--- src/rtl/pe_row_conv_pkg.sv ---
// Shared types and helpers for the row-convolution PE.
//   state_t     : controller states (IDLE -> MAC -> DONE -> IDLE)
//   acc_width() : accumulator width so FILT_LEN full-width products never overflow
//   cnt_width() : counter width for a 0..n-1 counter (at least 1 bit)
//   sat_psum()  : clamp a wide signed sum into a psum_w-bit signed range
package pe_row_conv_pkg;

  typedef enum logic [1:0] {
    ST_IDLE = 2'd0,
    ST_MAC  = 2'd1,
    ST_DONE = 2'd2
  } state_t;

  // Widest sum the saturation helper accepts; callers sign-extend into it.
  localparam int SAT_W = 64;

  function automatic int acc_width(input int data_w, input int filt_len);
    return 2 * data_w + $clog2(filt_len) + 2;
  endfunction

  function automatic int cnt_width(input int n);
    return (n > 1) ? $clog2(n) : 1;
  endfunction

  function automatic logic signed [SAT_W-1:0] sat_psum(
    input logic signed [SAT_W-1:0] sum,
    input int                      psum_w
  );
    logic signed [SAT_W-1:0] hi;
    logic signed [SAT_W-1:0] lo;
    hi = (64'sd1 <<< (psum_w - 1)) - 64'sd1;
    lo = ~hi;  // == -hi - 1, the most negative psum value
    if (sum > hi) begin
      return hi;
    end else if (sum < lo) begin
      return lo;
    end
    return sum;
  endfunction

endpackage

--- src/rtl/pe_row_conv_mac.sv ---
// Single time-multiplexed MAC for the row PE.
//   clk, rst    : clock, synchronous active-high reset
//   i_acc_clr   : clear accumulator (wins over i_acc_en)
//   i_acc_en    : add the current product into the accumulator
//   i_f, i_d    : signed filter / ifmap operands
//   o_prod      : (i_f*i_d) >>> FRAC_W, sign-extended to ACC_W (combinational)
//   o_acc       : registered running sum of earlier products
module pe_row_conv_mac
  import pe_row_conv_pkg::*;
#(
  parameter int DATA_W = 16,
  parameter int FRAC_W = 0,
  parameter int ACC_W  = 36
) (
  input  logic                     clk,
  input  logic                     rst,
  input  logic                     i_acc_clr,
  input  logic                     i_acc_en,
  input  logic        [DATA_W-1:0] i_f,
  input  logic        [DATA_W-1:0] i_d,
  output logic signed [ACC_W-1:0]  o_prod,
  output logic signed [ACC_W-1:0]  o_acc
);

  logic signed [2*DATA_W-1:0] w_mult;
  logic signed [2*DATA_W-1:0] w_shift;
  logic signed [ACC_W-1:0]    r_acc;

  assign w_mult  = $signed(i_f) * $signed(i_d);
  // Scaling is applied per product, before accumulation.
  assign w_shift = w_mult >>> FRAC_W;
  assign o_prod  = ACC_W'(w_shift);
  assign o_acc   = r_acc;

  always_ff @(posedge clk) begin
    if (rst) begin
      r_acc <= '0;
    end else if (i_acc_clr) begin
      r_acc <= '0;
    end else if (i_acc_en) begin
      r_acc <= r_acc + o_prod;
    end
  end

endmodule

--- src/rtl/pe_row_conv.sv ---
// Row PE: 1-D convolution of one filter row with one ifmap row plus an
// optional incoming psum row, one MAC per cycle. Input rows are latched
// at start and forwarded for systolic reuse.
// Ports (element i of a flattened row lives at [i*W +: W]):
//   clk, rst     : clock, synchronous active-high reset
//   en           : start request, only looked at in IDLE
//   accum_en     : 1 = add PSUM_IN row, 0 = treat it as zeros
//   FILTER_IN    : filter row, FILT_LEN elements
//   DATA_IN      : ifmap row, IFMAP_LEN elements
//   PSUM_IN      : incoming psum row, OUT_LEN elements
//   FILTER_OUT   : latched filter row
//   DATA_OUT     : latched ifmap row
//   PSUM_OUT     : saturated result row
//   BUSY         : high in MAC and DONE
//   DONE         : one-cycle pulse when PSUM_OUT is complete
//   o_dbg_state  : current controller state (state_t encoding)
// Handshake: a start is accepted on the edge where en=1 and the PE is idle
// (BUSY=0); en at any other time is dropped, nothing is queued. DONE
// pulses for exactly one cycle per accepted start; the next start can be
// accepted in the cycle after DONE. Inputs are free to change after the
// accepting edge.
module pe_row_conv
  import pe_row_conv_pkg::*;
#(
  parameter int DATA_W    = 16,
  parameter int PSUM_W    = 16,
  parameter int FILT_LEN  = 3,
  parameter int IFMAP_LEN = 7,
  parameter int STRIDE    = 1,
  parameter int FRAC_W    = 0
) (
  input  logic                                                  clk,
  input  logic                                                  rst,
  input  logic                                                  en,
  input  logic                                                  accum_en,
  input  logic [FILT_LEN*DATA_W-1:0]                            FILTER_IN,
  input  logic [IFMAP_LEN*DATA_W-1:0]                           DATA_IN,
  input  logic [((IFMAP_LEN-FILT_LEN)/STRIDE+1)*PSUM_W-1:0]     PSUM_IN,
  output logic [FILT_LEN*DATA_W-1:0]                            FILTER_OUT,
  output logic [IFMAP_LEN*DATA_W-1:0]                           DATA_OUT,
  output logic [((IFMAP_LEN-FILT_LEN)/STRIDE+1)*PSUM_W-1:0]     PSUM_OUT,
  output logic                                                  BUSY,
  output logic                                                  DONE,
  output logic [1:0]                                            o_dbg_state
);

  localparam int OUT_LEN = (IFMAP_LEN - FILT_LEN) / STRIDE + 1;
  localparam int ACC_W   = acc_width(DATA_W, FILT_LEN);
  localparam int SUM_W   = ACC_W + 2;
  localparam int K_W     = cnt_width(FILT_LEN);
  localparam int O_W     = cnt_width(OUT_LEN);
  localparam logic [K_W-1:0] K_LAST = K_W'(FILT_LEN - 1);
  localparam logic [O_W-1:0] O_LAST = O_W'(OUT_LEN - 1);

  state_t                       r_state;
  logic [FILT_LEN*DATA_W-1:0]   r_filt;
  logic [IFMAP_LEN*DATA_W-1:0]  r_data;
  logic [OUT_LEN*PSUM_W-1:0]    r_psum;
  logic [OUT_LEN*PSUM_W-1:0]    r_psum_out;
  logic [K_W-1:0]               r_k;
  logic [O_W-1:0]               r_o;
  logic                         r_busy;
  logic                         r_done;

  int                           w_f_idx;
  int                           w_d_idx;
  int                           w_o_idx;
  logic [DATA_W-1:0]            w_f;
  logic [DATA_W-1:0]            w_d;
  logic signed [PSUM_W-1:0]     w_psum_elem;
  logic signed [ACC_W-1:0]      w_prod;
  logic signed [ACC_W-1:0]      w_acc;
  logic signed [SUM_W-1:0]      w_sum;
  logic [PSUM_W-1:0]            w_sat;
  logic                         w_k_last;
  logic                         w_acc_clr;
  logic                         w_acc_en;

  // Operand select: f[k] and d[o*STRIDE+k].
  always_comb begin
    w_f_idx     = int'(r_k);
    w_o_idx     = int'(r_o);
    w_d_idx     = w_o_idx * STRIDE + w_f_idx;
    w_f         = r_filt[w_f_idx*DATA_W +: DATA_W];
    w_d         = r_data[w_d_idx*DATA_W +: DATA_W];
    w_psum_elem = r_psum[w_o_idx*PSUM_W +: PSUM_W];
  end

  assign w_k_last = (r_k == K_LAST);
  // Accumulator is cleared while idle (ready for a capture) and on the
  // edge that retires an output element.
  assign w_acc_clr = (r_state == ST_IDLE) || ((r_state == ST_MAC) && w_k_last);
  assign w_acc_en  = (r_state == ST_MAC);

  pe_row_conv_mac #(
    .DATA_W (DATA_W),
    .FRAC_W (FRAC_W),
    .ACC_W  (ACC_W)
  ) u_mac (
    .clk       (clk),
    .rst       (rst),
    .i_acc_clr (w_acc_clr),
    .i_acc_en  (w_acc_en),
    .i_f       (w_f),
    .i_d       (w_d),
    .o_prod    (w_prod),
    .o_acc     (w_acc)
  );

  // The last product of an element is folded in directly, so the element
  // is written on the same edge it is multiplied.
  always_comb begin
    w_sum = SUM_W'(w_psum_elem) + SUM_W'(w_acc) + SUM_W'(w_prod);
    w_sat = PSUM_W'(sat_psum(SAT_W'(w_sum), PSUM_W));
  end

  always_ff @(posedge clk) begin
    if (rst) begin
      r_state    <= ST_IDLE;
      r_filt     <= '0;
      r_data     <= '0;
      r_psum     <= '0;
      r_psum_out <= '0;
      r_k        <= '0;
      r_o        <= '0;
      r_busy     <= 1'b0;
      r_done     <= 1'b0;
    end else begin
      case (r_state)
        ST_IDLE: begin
          r_done <= 1'b0;
          if (en) begin
            r_filt  <= FILTER_IN;
            r_data  <= DATA_IN;
            r_psum  <= accum_en ? PSUM_IN : '0;
            r_k     <= '0;
            r_o     <= '0;
            r_busy  <= 1'b1;
            r_state <= ST_MAC;
          end
        end
        ST_MAC: begin
          if (w_k_last) begin
            r_psum_out[w_o_idx*PSUM_W +: PSUM_W] <= w_sat;
            r_k <= '0;
            if (r_o == O_LAST) begin
              r_done  <= 1'b1;
              r_state <= ST_DONE;
            end else begin
              r_o <= r_o + O_W'(1);
            end
          end else begin
            r_k <= r_k + K_W'(1);
          end
        end
        ST_DONE: begin
          r_done  <= 1'b0;
          r_busy  <= 1'b0;
          r_state <= ST_IDLE;
        end
        default: begin
          r_done  <= 1'b0;
          r_busy  <= 1'b0;
          r_state <= ST_IDLE;
        end
      endcase
    end
  end

  assign FILTER_OUT  = r_filt;
  assign DATA_OUT    = r_data;
  assign PSUM_OUT    = r_psum_out;
  assign BUSY        = r_busy;
  assign DONE        = r_done;
  assign o_dbg_state = r_state;

endmodule

--- config.mk ---
export PLATFORM = sky130hd
export DESIGN_NAME = pe_row_conv
export DESIGN_NICKNAME = d
export VERILOG_FILES = /design/src/rtl/pe_row_conv_pkg.sv /design/src/rtl/pe_row_conv_mac.sv /design/src/rtl/pe_row_conv.sv
export SDC_FILE = /design/constraint.sdc
export NUM_CORES = 2
export LEC_CHECK = 0
export CAP_MARGIN = 20
export CORE_ASPECT_RATIO = 2
export CORE_MARGIN = 2
export CORE_UTILIZATION = 49
export DETAILED_ROUTE_END_ITERATION = 6
export PLACE_DENSITY_LB_ADDON = 0.2
export SYNTH_ARGS = -nofsm -noshare
export SYNTH_HDL_FRONTEND = slang
export SYNTH_HIERARCHICAL = 1
export SYNTH_SLANG_ARGS = --single-unit
--- constraint.sdc ---
create_clock -name clk -period 11.9 [get_ports clk]
set_input_delay 1.785 -clock clk [delete_from_list [all_inputs] [get_ports clk]]
set_output_delay 1.785 -clock clk [all_outputs]
set_load 0.005 [all_outputs]
---- Yosys cells after proc, flatten, opt, wreduce, memory -nomap -nowiden ----
Cells that the tools add are included.
cells by class
  reduce and logical (&&, ||, !) cells .... 13
  mux-type cells .......................... 20
  multipliers ............................. 1
  shift operators ......................... 5
  eq/ne operators ......................... 7
  order comparisons ....................... 2
  bitwise gates (word level) .............. 1
  add/sub/neg operators ................... 7
operator list
  kind                                                                             number
  112-bit by 9-bit variable part select with 16-bit output                         1
  80-bit bitwise mux                                                               1
  80-bit 2-to-1 mux                                                                1
  16-bit by 33-bit variable shift with 80-bit output (first input constant)        1
  16-bit by 33-bit variable part select with 80-bit output                         1
  80-bit by 8-bit variable part select with 16-bit output                          1
  16-bit 2-to-1 mux                                                                3
  48-bit by 7-bit variable part select with 16-bit output                          1
  37-bit by 32-bit adder with 38-bit output                                        1
  38-bit by 16-bit > comparator with 1-bit output (second input constant)          1
  38-bit by 16-bit less-than comparator with 1-bit output (second input constant)  1
  16-bit by 36-bit adder with 37-bit output                                        1
  36-bit by 32-bit adder with 36-bit output                                        1
  7-bit negation with 33-bit output                                                1
  16-bit by 16-bit multiplier with 32-bit output                                   1
  2-bit 2-to-1 mux                                                                 5
  2-bit AND reduction                                                              5
  3-bit 2-to-1 mux                                                                 3
  2-bit inequality test (second input constant)                                    4
  2-bit one-hot mux with 2 select lines                                            2
  3-bit one-hot mux with 2 select lines                                            1
  3-bit by 2-bit adder with 4-bit output                                           1
  4-bit AND reduction                                                              1
  2-bit OR reduction                                                               2
  other kinds (13)                                                                 15
storage, ports and cells
  output and inout bits ................... 244
  bits in registers ....................... 365
  word-level logic and storage cells ...... 66

---- Longest topological paths before layout ----
  depth after elaboration ................. 10
  mapped depth ............................ 48

---- Cells and area by module ----
Netlist, hierarchy kept.
by module, submodules not included
  module           cells an instance  times used  area each (µm²)
  pe_row_conv      1453               1           15193.3
  pe_row_conv_mac  1453               1           12814.8

---- Worst setup path after synthesis ----
OpenSTA, ideal clock, no wires.
  kind .................................... reg-to-reg
  start point ............................. reg r_o[0]
  end point ............................... reg r_psum_out[75] (netlist: PSUM_OUT[75])
  setup time .............................. 0.142 ns
  cell stages (with the launch flop) ...... 44
  data arrival time ....................... 11.312 ns
  data required time ...................... 11.758 ns
  setup slack ............................. 0.446 ns
  period minus slack after synthesis ...... 11.454 ns
  cell sequence ........................... dfxtp_1 ha_1 fa_1 clkbuf_1 clkbuf_1 mux2i_1 nor2_1 a21oi_1 a211oi_1 clkbuf_1 nand2_1 fa_1 inv_1 fa_1 fa_1 fa_1 fa_1 inv_1 [8 not listed] nand2b_1 a21o_1 a21oi_1 xnor2_1 fa_1 ha_1 a21oi_1 o21ai_1 or2_2 or3_1 mux2_2 a211oi_1 nand4_1 nor4_1 a21oi_2 buf_6 a21oi_4 a211oi_2
between the ends
  word-level cells in the longest chain between the ends .. 10
ends and longest elaborated chain
  what                                                          line                   text
  start: declaration                                            pe_row_conv.sv:61      logic [O_W-1:0] r_o;
  start signal: assignment                                      pe_row_conv.sv:150     r_o <= r_o + O_W'(1);
  3-bit by 2-bit adder with 4-bit output (*)                    pe_row_conv.sv:83      w_d_idx = w_o_idx * STRIDE + w_f_idx;
  112-bit by 9-bit variable part select with 16-bit output (*)  pe_row_conv.sv:85      w_d = r_data[w_d_idx*DATA_W +: DATA_W];
  net w_d[7]                                                    pe_row_conv.sv:69      logic [DATA_W-1:0] w_d;
  16-bit by 16-bit multiplier with 32-bit output (*)            pe_row_conv_mac.sv:29  assign w_mult = $signed(i_f) * $signed(i_d);
  net w_prod[25]                                                pe_row_conv.sv:71      logic signed [ACC_W-1:0] w_prod;
  37-bit by 32-bit adder with 38-bit output (*)                 pe_row_conv.sv:113     w_sum = SUM_W'(w_psum_elem) + SUM_W'(w_acc) + SUM_W'(w_prod);
  38-bit by 16-bit less-than comparator with 1-bit output       pe_row_conv_pkg.sv:35  end else if (sum < lo) begin
  1-bit 2-to-1 mux                                              pe_row_conv_pkg.sv:35
  1-bit 2-to-1 mux                                              pe_row_conv_pkg.sv:33  if (sum > hi) begin
  16-bit 2-to-1 mux (*)                                         pe_row_conv_pkg.sv:38  return sum;
  16-bit by 33-bit variable part select with 80-bit output (*)  pe_row_conv.sv:144     r_psum_out[w_o_idx*PSUM_W +: PSUM_W] <= w_sat;
  80-bit bitwise mux (*)                                        pe_row_conv.sv:144
  end signal: indexed assignment                                pe_row_conv.sv:144
  end: declaration                                              pe_row_conv.sv:59      logic [OUT_LEN*PSUM_W-1:0] r_psum_out;
Mark *: on every way through the listed nets, which the timed path passes. The rest lies on a longest branch.
A chain may end at the register's enable or synchronous reset.

---- Final worst setup path ----
  start point ............................. reg r_k[0]
  end point ............................... reg r_psum_out[45] (netlist: PSUM_OUT[45])
between the ends
  word-level cells in the longest chain between the ends .. 10
ends and longest elaborated chain
  what                                                          line                   text
  start: declaration                                            pe_row_conv.sv:60      logic [K_W-1:0] r_k;
  start signal: assignment                                      pe_row_conv.sv:153     r_k <= r_k + K_W'(1);
  3-bit by 2-bit adder with 4-bit output (*)                    pe_row_conv.sv:83
  112-bit by 9-bit variable part select with 16-bit output (*)  pe_row_conv.sv:85
  net w_d[10]                                                   pe_row_conv.sv:69
  16-bit by 16-bit multiplier with 32-bit output (*)            pe_row_conv_mac.sv:29
  net w_prod[24]                                                pe_row_conv.sv:71
  37-bit by 32-bit adder with 38-bit output (*)                 pe_row_conv.sv:113
  38-bit by 16-bit less-than comparator with 1-bit output       pe_row_conv_pkg.sv:35
  1-bit 2-to-1 mux                                              pe_row_conv_pkg.sv:35
  1-bit 2-to-1 mux                                              pe_row_conv_pkg.sv:33
  16-bit 2-to-1 mux (*)                                         pe_row_conv_pkg.sv:38
  16-bit by 33-bit variable part select with 80-bit output (*)  pe_row_conv.sv:144
  80-bit bitwise mux (*)                                        pe_row_conv.sv:144
Marked as above.

==> flow_summary.toml <==
[run_status]
status = "finished, final reports clean"

[global_routing]
overflow = 0
grt_pass1_wl_microns = 136500
grt_max_degree = 220
grt_pass1_vias = 23729
antenna_found_initial = 4
grtUsageTotal_pct = 29.38

[final_layout]
final_util_pct = 62.98
layout_commonest_cell = "clkdlybuf4s50_1"
nets = 4100
most-common-layout-cells = "clkdlybuf4s50_1, dfxtp_1, inv_1, fa_1, a22o_1"
drive_gt1_share_pct = 9.655
synthToLayoutAreaGrowth_pct = 27.69
fin_cells = 4178

[sta]
skew_ns = 0.02947
finalSetupViolations = 0
relSlewSlack_pct = 23.62
timing.final.crit_share_pct = 97.15
worstMarginPinSlew_ns = 1.144
finalHoldViolCount = 0
fmaxAchievable_mhz = 86.49
drv_slew = 0
period_minus_slack_ns = 11.56

[route]
drc = 0
wl_met1_microns = 35030
viasPerCell = 5.605
postRouteAntennaNets = 0
drt_pass1_iterations = 6
routedWlPerCell_microns = 21.37
routed.top_layer = "met4"
drt_iter0_drc = 1585
dr_wl_met2_microns = 45270
wl_met3_microns = 5436
wl_microns = 89290
dr_total_vias = 23417

[floorplan]
start_util_pct = 49.32
design.core.area_sq_um = 56780
rows = 124
die_h_microns = 342.1
dieWidth_microns = 173.1
io_pins = 488
die-area_sq_um = 59200

[clock_tree]
cts_sinks = 365
clk_pin_slew_ns = 0.06
cts_hold_buf = 0
cts_buffers = 35
insertion_delay_ns = 0.57
ctsLongestPathBuffers = 3
cts_root_buf = "clkbuf_16"
cts_tree = "yes"
h-tree-depth = 2

[critical_path]
arrival_ns = 11.99
critical_path_required_ns = 12.33
critPathMaxStageDelay_ns = 0.60
crit_fanout = 9
r2r-start = "r_k[0]$_SDFFE_PP0P_"
cpMostUsedCell = "fa_1"
slowest_stage = "fa_2"
critPathKind = "flop to flop"
cp-start-kind = "flop"
worstSetupStartpoint = "r_k[0]$_SDFFE_PP0P_"
cp-end-kind = "flop"

[synthesis]
netlist_top_cells_area = "dfxtp_1, fa_1, a22o_1, ha_1, inv_1"
synth_top_area_share_pct = 26.09
syn_area_sq_um = 28010
synthFlopType = "dfxtp_1"
yosysTopAreaCell = "dfxtp_1"
seq_area_frac_synth_pct = 26.09
syn_inst = 2906
synth-seq-cells = 365
synth_nets = 3614
synth.avg_cell_area_sq_um = 9.638
async_flop_share_pct = 0
ys_types = 83
synth-edff-count = 0
synth_warnings = 6

[worst_hold_path]
hold_path_class = "flop to flop"
worstHoldStart = "PSUM_OUT[57]$_SDFFE_PP0P_"

[run]
max_cap_violations = 0

[pwr]
p_total_w = 0.004547
p_per_area_nw_per_um2 = 127.2
vdd_drop_max_mv = 0.1284
p_leak_nw = 15.58

[placement]
dp_hpwl_microns = 71170
portBuffers = 487
place_inst = 4082
gp_congestion = 0.9507
-- power breakdown --
group | internal (W) | switching, W
registers | 0.00128 | 0.0000570
logic | 0.000854 | 0.00118
clock network | 0.000664 | 0.000513
-- synthesized netlist by cell type (all sizes together) (31+ instances only) --
cell type,n
dfxtp,365
inv,341
fa,301
a22o,258
nand2,250
nor2,164
ha,163
clkbuf,139
a21oi,130
and2,130
o21ai,108
mux2i,63
xnor2,60
a211oi,56
mux4,32
xor2,32
a21o,31
-- flip-flops by register name, indices dropped and copies added (netlist names) --
name         cells
u_mac/o_acc     36
r_o              3
r_psum          80
PSUM_OUT        80
DATA_OUT       112
FILTER_OUT      48
o_dbg_state      2
r_k              2
BUSY             1
DONE             1
-- stage by stage --
step	hold slack [ns]	cell area (sq um)	setup TNS [ns]	setup WS, ns
after floorplan	0.4432	28010	0	0.4460
after CTS	0.4564	35260	0	0.01874
after global placement	0.4344	34010	-10.29	-0.2518
after detailed placement	0.4452	34010	-22.85	-0.5149
after global routing	0.4776	35760	-4.728	-0.1131
final	0.4511	35760	0	0.3386
-- final timing paths --
path / endpoint / slack [ns] / cells past startpoint
max: PSUM_OUT[45]$_SDFFE_PP0P_ / 0.34 / 48
min: PSUM_OUT[57]$_SDFFE_PP0P_ / 0.45 / 2
max reg2reg: PSUM_OUT[45]$_SDFFE_PP0P_ / 0.34 / 48
min reg2reg: PSUM_OUT[57]$_SDFFE_PP0P_ / 0.45 / 2
-- worst max-delay path, delay by kind of cell, from the launching register on --
| family | cells | cell delay [ns] |
|---|---|---|
| fa+ha+maj | 11 | 5.06 |
| compound gates | 14 | 2.24 |
| buf+inv | 13 | 1.70 |
| simple gates | 7 | 1.50 |
| mux | 2 | 0.51 |
| flops | 1 | 0.32 |
| xor+xnor | 1 | 0.11 |
-- metal layers --
layer | GRT usage (%) | vias up
li1 | - | 10916
met1 | 35.92 | 11525
met2 | 51.37 | 819
met3 | 5.104 | 157
met4 | 11.71 | 0
met5 | 0 | -
-- what timing repair did --
item	CTS	global route
setup endpoints to repair	75	76
gates cloned	0	0
resized for setup	7	53
buffers inserted	0	29
pin swaps	0	16
-- cell families after synthesis --
group	count (synthesis)	share of synthesized area, %
muxes	98	4.959
buffers and inverters	499	6.853
and+or+nand+nor	689	11.81
adders and majority gates	464	28.80
AOI/OAI and AO/OA	699	18.62
DFF	365	26.09
xor gates and xnor gates	92	2.877
-- final cells by class --
cell class              instances  area (sq um)
inverters                     341          1280
clock inverters                16         231.5
flip-flops and latches        365          7310
multi-input cells            2042         19170
repair buffers                607          5861
diodes                          4         10.01
clock buffers                  47         960.9
well taps                     756         945.9
fillers                      4808         21020
Note: power is estimated with default switching activity, not from simulation.
